$ cat src/rtl/timer_pkg.sv
// Shared definitions for the Wishbone programmable timer:
// bus widths, register offsets, field layouts and reset values.
package timer_pkg;

    localparam int SEL_WIDTH = 4;
    localparam int ADR_WIDTH = 32;
    localparam int DAT_WIDTH = 32;

    localparam logic [2:0] OFF_CTRL     = 3'd0;
    localparam logic [2:0] OFF_STATUS   = 3'd1;
    localparam logic [2:0] OFF_PRESCALE = 3'd2;
    localparam logic [2:0] OFF_COUNT    = 3'd3;
    localparam logic [2:0] OFF_COMPARE  = 3'd4;

    localparam logic [31:0] COMPARE_RST = 32'hFFFF_FFFF;

    typedef struct packed {
        logic irq_en;
        logic oneshot;
        logic en;
    } ctrl_t;

    typedef struct packed {
        logic ovf;
        logic match;
    } status_t;

    function automatic logic [31:0] byte_mask(input logic [3:0] sel);
        return {{8{sel[3]}}, {8{sel[2]}}, {8{sel[1]}}, {8{sel[0]}}};
    endfunction

endpackage

$ cat src/rtl/timer_prescaler.sv
// Clock divider for the timer: one tick every prescale+1 cycles
// while enabled; restarts from zero on clr or while disabled.
module timer_prescaler (
    input  logic        clk_i,
    input  logic        rst_i,
    input  logic        en,
    input  logic        clr,
    input  logic [15:0] prescale,
    output logic        tick
);

    logic [15:0] pre_cnt;

    assign tick = en & (pre_cnt == prescale);

    always_ff @(posedge clk_i) begin
        if (rst_i || !en || clr)
            pre_cnt <= '0;
        else if (tick)
            pre_cnt <= '0;
        else
            pre_cnt <= pre_cnt + 16'd1;
    end

endmodule

$ cat src/rtl/timer.sv
// Wishbone B4 classic slave: 32-bit timer with prescaler,
// compare match, overflow flag and level interrupt.
module timer
    import timer_pkg::*;
#(
    parameter logic [15:0] PRESCALE_RESET = 16'h0000
) (
    input  logic                 clk_i,
    input  logic                 rst_i,
    input  logic                 timer_stb_i,
    input  logic                 timer_cyc_i,
    input  logic                 timer_we_i,
    input  logic [SEL_WIDTH-1:0] timer_sel_i,
    input  logic [ADR_WIDTH-1:0] timer_adr_i,
    input  logic [DAT_WIDTH-1:0] timer_dat_i,
    output logic [31:0]          timer_dat_o,
    output logic                 timer_ack_o,
    output logic                 timer_err_o,
    output logic                 timer_irq_o
);

    ctrl_t       ctrl;
    status_t     status;
    logic [15:0] prescale;
    logic [31:0] count;
    logic [31:0] compare;

    logic [2:0]  off;
    logic        req, hit, wr;
    logic [31:0] mask, wd, rdata;
    logic        ctrl_wr, stat_wr, pre_wr, cnt_wr, cmp_wr;
    logic [2:0]  ctrl_m;
    logic [1:0]  w1c;
    logic        pre_clr, tick, cnt_tick, is_match;
    logic        hw_match, hw_ovf;
    logic        unused_adr;

    assign unused_adr = ^{timer_adr_i[31:5], timer_adr_i[1:0]};

    assign off  = timer_adr_i[4:2];
    assign req  = timer_stb_i & timer_cyc_i & ~timer_ack_o & ~timer_err_o;
    assign hit  = (off <= OFF_COMPARE);
    assign wr   = req & hit & timer_we_i;
    assign mask = byte_mask(timer_sel_i);
    assign wd   = timer_dat_i & mask;

    assign ctrl_wr = wr & (off == OFF_CTRL);
    assign stat_wr = wr & (off == OFF_STATUS);
    assign pre_wr  = wr & (off == OFF_PRESCALE);
    assign cnt_wr  = wr & (off == OFF_COUNT);
    assign cmp_wr  = wr & (off == OFF_COMPARE);

    assign ctrl_m  = (ctrl & ~mask[2:0]) | wd[2:0];
    assign w1c     = stat_wr ? wd[1:0] : 2'b00;
    assign pre_clr = pre_wr | (ctrl_wr & ~ctrl.en & ctrl_m[0]);

    timer_prescaler u_prescaler (
        .clk_i    (clk_i),
        .rst_i    (rst_i),
        .en       (ctrl.en),
        .clr      (pre_clr),
        .prescale (prescale),
        .tick     (tick)
    );

    // A bus write to COUNT swallows the coincident tick entirely
    assign cnt_tick = tick & ~cnt_wr;
    assign is_match = (count == compare);
    assign hw_match = cnt_tick & is_match;
    assign hw_ovf   = cnt_tick & ~is_match & (count == 32'hFFFF_FFFF);

    always_comb begin
        rdata = '0;
        case (off)
            OFF_CTRL:     rdata = {29'd0, ctrl};
            OFF_STATUS:   rdata = {30'd0, status};
            OFF_PRESCALE: rdata = {16'd0, prescale};
            OFF_COUNT:    rdata = count;
            OFF_COMPARE:  rdata = compare;
            default:      rdata = '0;
        endcase
    end

    always_ff @(posedge clk_i) begin
        if (rst_i) begin
            timer_ack_o <= 1'b0;
            timer_err_o <= 1'b0;
            timer_dat_o <= '0;
            ctrl        <= '0;
            status      <= '0;
            prescale    <= PRESCALE_RESET;
            count       <= '0;
            compare     <= COMPARE_RST;
        end else begin
            timer_ack_o <= req & hit;
            timer_err_o <= req & ~hit;
            timer_dat_o <= (req & hit & ~timer_we_i) ? rdata : '0;

            if (ctrl_wr)
                ctrl <= ctrl_t'(ctrl_m);
            else if (hw_match && ctrl.oneshot)
                ctrl.en <= 1'b0;

            // Hardware set beats a coincident write-one-to-clear
            status <= status_t'((status & ~w1c) | {hw_ovf, hw_match});

            if (pre_wr)
                prescale <= (prescale & ~mask[15:0]) | wd[15:0];
            if (cmp_wr)
                compare <= (compare & ~mask) | wd;

            if (cnt_wr)
                count <= (count & ~mask) | wd;
            else if (cnt_tick)
                count <= is_match ? 32'd0 : count + 32'd1;
        end
    end

    assign timer_irq_o = status.match & ctrl.irq_en;

endmodule

$ cat config.mk
export PLATFORM = sky130hd
export DESIGN_NAME = timer
export DESIGN_NICKNAME = d
export VERILOG_FILES = /design/src/rtl/timer_pkg.sv /design/src/rtl/timer_prescaler.sv /design/src/rtl/timer.sv
export SDC_FILE = /design/constraint.sdc
export NUM_CORES = 1
export LEC_CHECK = 0
export BUFFER_PORTS_ARGS = -buffer_cell sky130_fd_sc_hd__buf_2
export CAP_MARGIN = 40
export CORE_ASPECT_RATIO = 0.9
export CORE_MARGIN = 8
export CORE_UTILIZATION = 45
export DETAILED_ROUTE_END_ITERATION = 16
export GPL_TIMING_DRIVEN = 0
export PLACE_DENSITY = 0.73
export SYNTH_ARGS = -nofsm -noshare
export SYNTH_HDL_FRONTEND = slang
export SYNTH_SLANG_ARGS = --single-unit
$ cat constraint.sdc
create_clock -name clk_i -period 5.7 [get_ports clk_i]
set_input_delay 1.14 -clock clk_i [delete_from_list [all_inputs] [get_ports clk_i]]
set_output_delay 1.14 -clock clk_i [all_outputs]
set_load 0.03 [all_outputs]
==> reports/results.txt <==
Status: finished clean
Syn Nets: 905
Synth Flop Type: dfxtp_1
Die Width: 146 um
Commonest non-fill, non-tap cell in the layout: dfxtp_1
Post-Syn Area: 6840 sq um
CTS root buf: clkbuf_16
CTS tree: yes
Area of the multi-input gates: 3810 sq um
Post-route clock period utilization: 0.542
RSZ-0062 raised after global routing: no
Skew-Pair Late Insertion Delay: 0.43 ns
First-pass GRT wire length: 34.1 mm
Drt first pass iters: 5
Largest net degree at the start of global routing: 17
Die height: 133 um
Detailed Route Iter0 Violations: 638
Initial core utilization: 0.463
Die area: 19,400 sq um
Final hold violations: 0
CTS Buf Count: 17
Commonest cells after routing, fill and taps aside: dfxtp_1 (135), nor2_1 (101), nand2_1 (99), buf_2 (92), xnor2_1 (60)
Dpl cell area: 7480 sq um
Clk pin slew, worst setup/hold paths: 0.06 ns
Slew margin rel.: 0.373
Clock power frac: 0.520
Pwr dens: 283 nW/um^2
Synth cell types: 63
Initial antenna violation count: 0
Final nets: 1,001
Fillers: 1,407
Remaining DRCs: 0
CTS max path bufs: 2
FFs w/ async S/R, synth: 0
Synth Instances: 830
Post-CTS Setup Bufs: 0
Sw Ratio: 0.238
Flop pwr share: 0.419
Crit. End Element: register
Register Area: 2700 sq um
Slew @ Worst Pin: 0.933 ns
Grt ovf: 0
Setup TNS: 0 ns
DR WL/cell: 18.7 um
Fin area: 8120 sq um
Max-cap violation count: 0
Layout Area Growth over Synthesis: 18.6%
Resize count post-CTS: 0
Synth warn: 0
Crit start category: primary input
Row count: 42
Clock sink count: 135
Int Power: 0.00175 W
Net Switching: 0.000546 W
Critical path arrival: 3.37 ns
Synth area leaders: dfxtp_1 (39%), xnor2_1 (7.7%), mux2i_1 (5.9%)
Worst-path fanout max: 10
Shortest period the worst path allows: 3.09 ns
GRT Util Overall: 0.219
Worst hold path class: reg -> reg
Layout Skew: 0.00519 ns
Final setup viols: 0
Yosys reg bits: 135
Peak supply drop: 0.000214 V
Post-synthesis sequential area ratio: 0.395
Port bufs: 77
CTS HTree Levels: 4
Routability Congestion: 0.921
Combinational fraction of design power: 0.061
Post-DP HPWL: 15.6 mm
Max Slew Vio Count: 0
Io pins: 108
Core ar.: 14,800 sq um
Drt total wl: 21.3 mm
Max Fclk: 324 MHz
Critical path type: in -> reg
Mean Syn Cell Area: 8.24 sq um
Worst Path Required: 5.98 ns
Post-synth EDFFs: 0
Via/cell ratio: 5.72
Vias in the first global route: 6,218
Leakage: 3.18 nW
Post-DRT Antenna Nets: 0
Post-CTS Hold Fix Bufs: 0
Layout cells sized above 1: 0.157
Vias post-DR: 6,515
Cell taking the most area after synthesis: dfxtp_1
Yosys top cell area share: 0.395
[synth_stat cells (3+ instances only)]
| master | instances |
|---|---|
| mux2i_1 | 40 |
| or3_1 | 4 |
| and2_1 | 10 |
| nor4_4 | 3 |
| and3_1 | 16 |
| a2bb2oi_1 | 3 |
| o21ai_0 | 18 |
| o21ai_1 | 8 |
| nor2_1 | 101 |
| o32ai_1 | 6 |
| nand4_1 | 22 |
| nand3_1 | 49 |
| inv_1 | 25 |
| nor4_1 | 5 |
| nor3_1 | 10 |
| and4_1 | 3 |
| a211oi_1 | 10 |
| a22oi_1 | 23 |
| nand2_1 | 99 |
| xnor2_1 | 60 |
| a221oi_1 | 12 |
| dfxtp_1 | 135 |
| clkbuf_1 | 33 |
| buf_1 | 3 |
| xor2_1 | 14 |
| buf_4 | 3 |
| o211ai_1 | 3 |
| or2_2 | 3 |
| buf_2 | 15 |
| a21oi_1 | 50 |
[area by class of cell]
| cell class | count | area share |
|---|---|---|
| multi-input cells | 615 | 0.469 |
| well taps | 198 | 0.0305 |
| flip-flops and latches | 135 | 0.333 |
| clock inverters | 14 | 0.0245 |
| clock buffers | 18 | 0.0541 |
| inverters | 26 | 0.0120 |
| plain buffers | 54 | 0.0287 |
| repair buffers | 77 | 0.0475 |
| diodes | 1 | 0.000308 |
[metal layers]
metal,track usage,routed length (um)
met2,0.327,9190
met4,0.0635,284
met1,0.295,9690
met5,0,0
met3,0.0709,2120
[through the flow]
| stage | hold WS [ns] | instances | utilization | worst slack, ns | total power (W) |
|---|---|---|---|---|---|
| finish | 0.495 | 1138 | 0.550 | 2.61 | 0.00229 |
| global route | 0.521 | 1137 | 0.549 | 2.52 | 0.00235 |
| CTS | 0.494 | 1137 | 0.549 | 2.68 | 0.00230 |
| detailed placement | 0.484 | 1105 | 0.506 | 2.19 | 0.00112 |
| global placement | 0.467 | 1105 | 0.506 | 2.19 | 0.00112 |
| floorplan | 0.449 | 830 | - | 3.01 | 0.00106 |
[critical path, stage by stage]
cell and delay (ns):
clkbuf_1 0.50, clkinv_1 0.45, nand2_1 0.18, a21oi_1 0.07
nand2b_1 0.29, clkbuf_1 0.59, nor2_1 0.15
[power groups by stage]
stage          clock network (W)  logic (W)  registers (W)
2_1_floorplan                  0  0.0000771       0.000984
3_3_place_gp                   0   0.000136       0.000981
3_5_place_dp                   0   0.000136       0.000982
4_1_cts                  0.00120   0.000137       0.000961
5_1_grt                  0.00124   0.000151       0.000962
6_report                 0.00119   0.000140       0.000961
[cells by family (layout without fill, tap and decap cells)]
family | after synthesis | in the layout | synth area share
and+or+nand+nor | 343 | 343 | 0.248
AOI/OAI and AO/OA | 156 | 156 | 0.152
DFF | 135 | 135 | 0.395
buffers and inverters | 80 | 189 | 0.0483
xor gates and xnor gates | 74 | 74 | 0.0947
muxes | 40 | 40 | 0.0585
adders and majority gates | 2 | 2 | 0.00366
other | 0 | 1 | 0
[final timing paths]
check / end / cells past startpoint / start / slack [ns]
max: timer_dat_o[6] / 7 / rst_i / 2.61
min: status[1] / 2 / status[1] / 0.50
max reg2reg: status[1] / 6 / register / 3.02
min reg2reg: status[1] / 2 / status[1] / 0.50
Note: power is estimated with default switching activity, not from simulation.
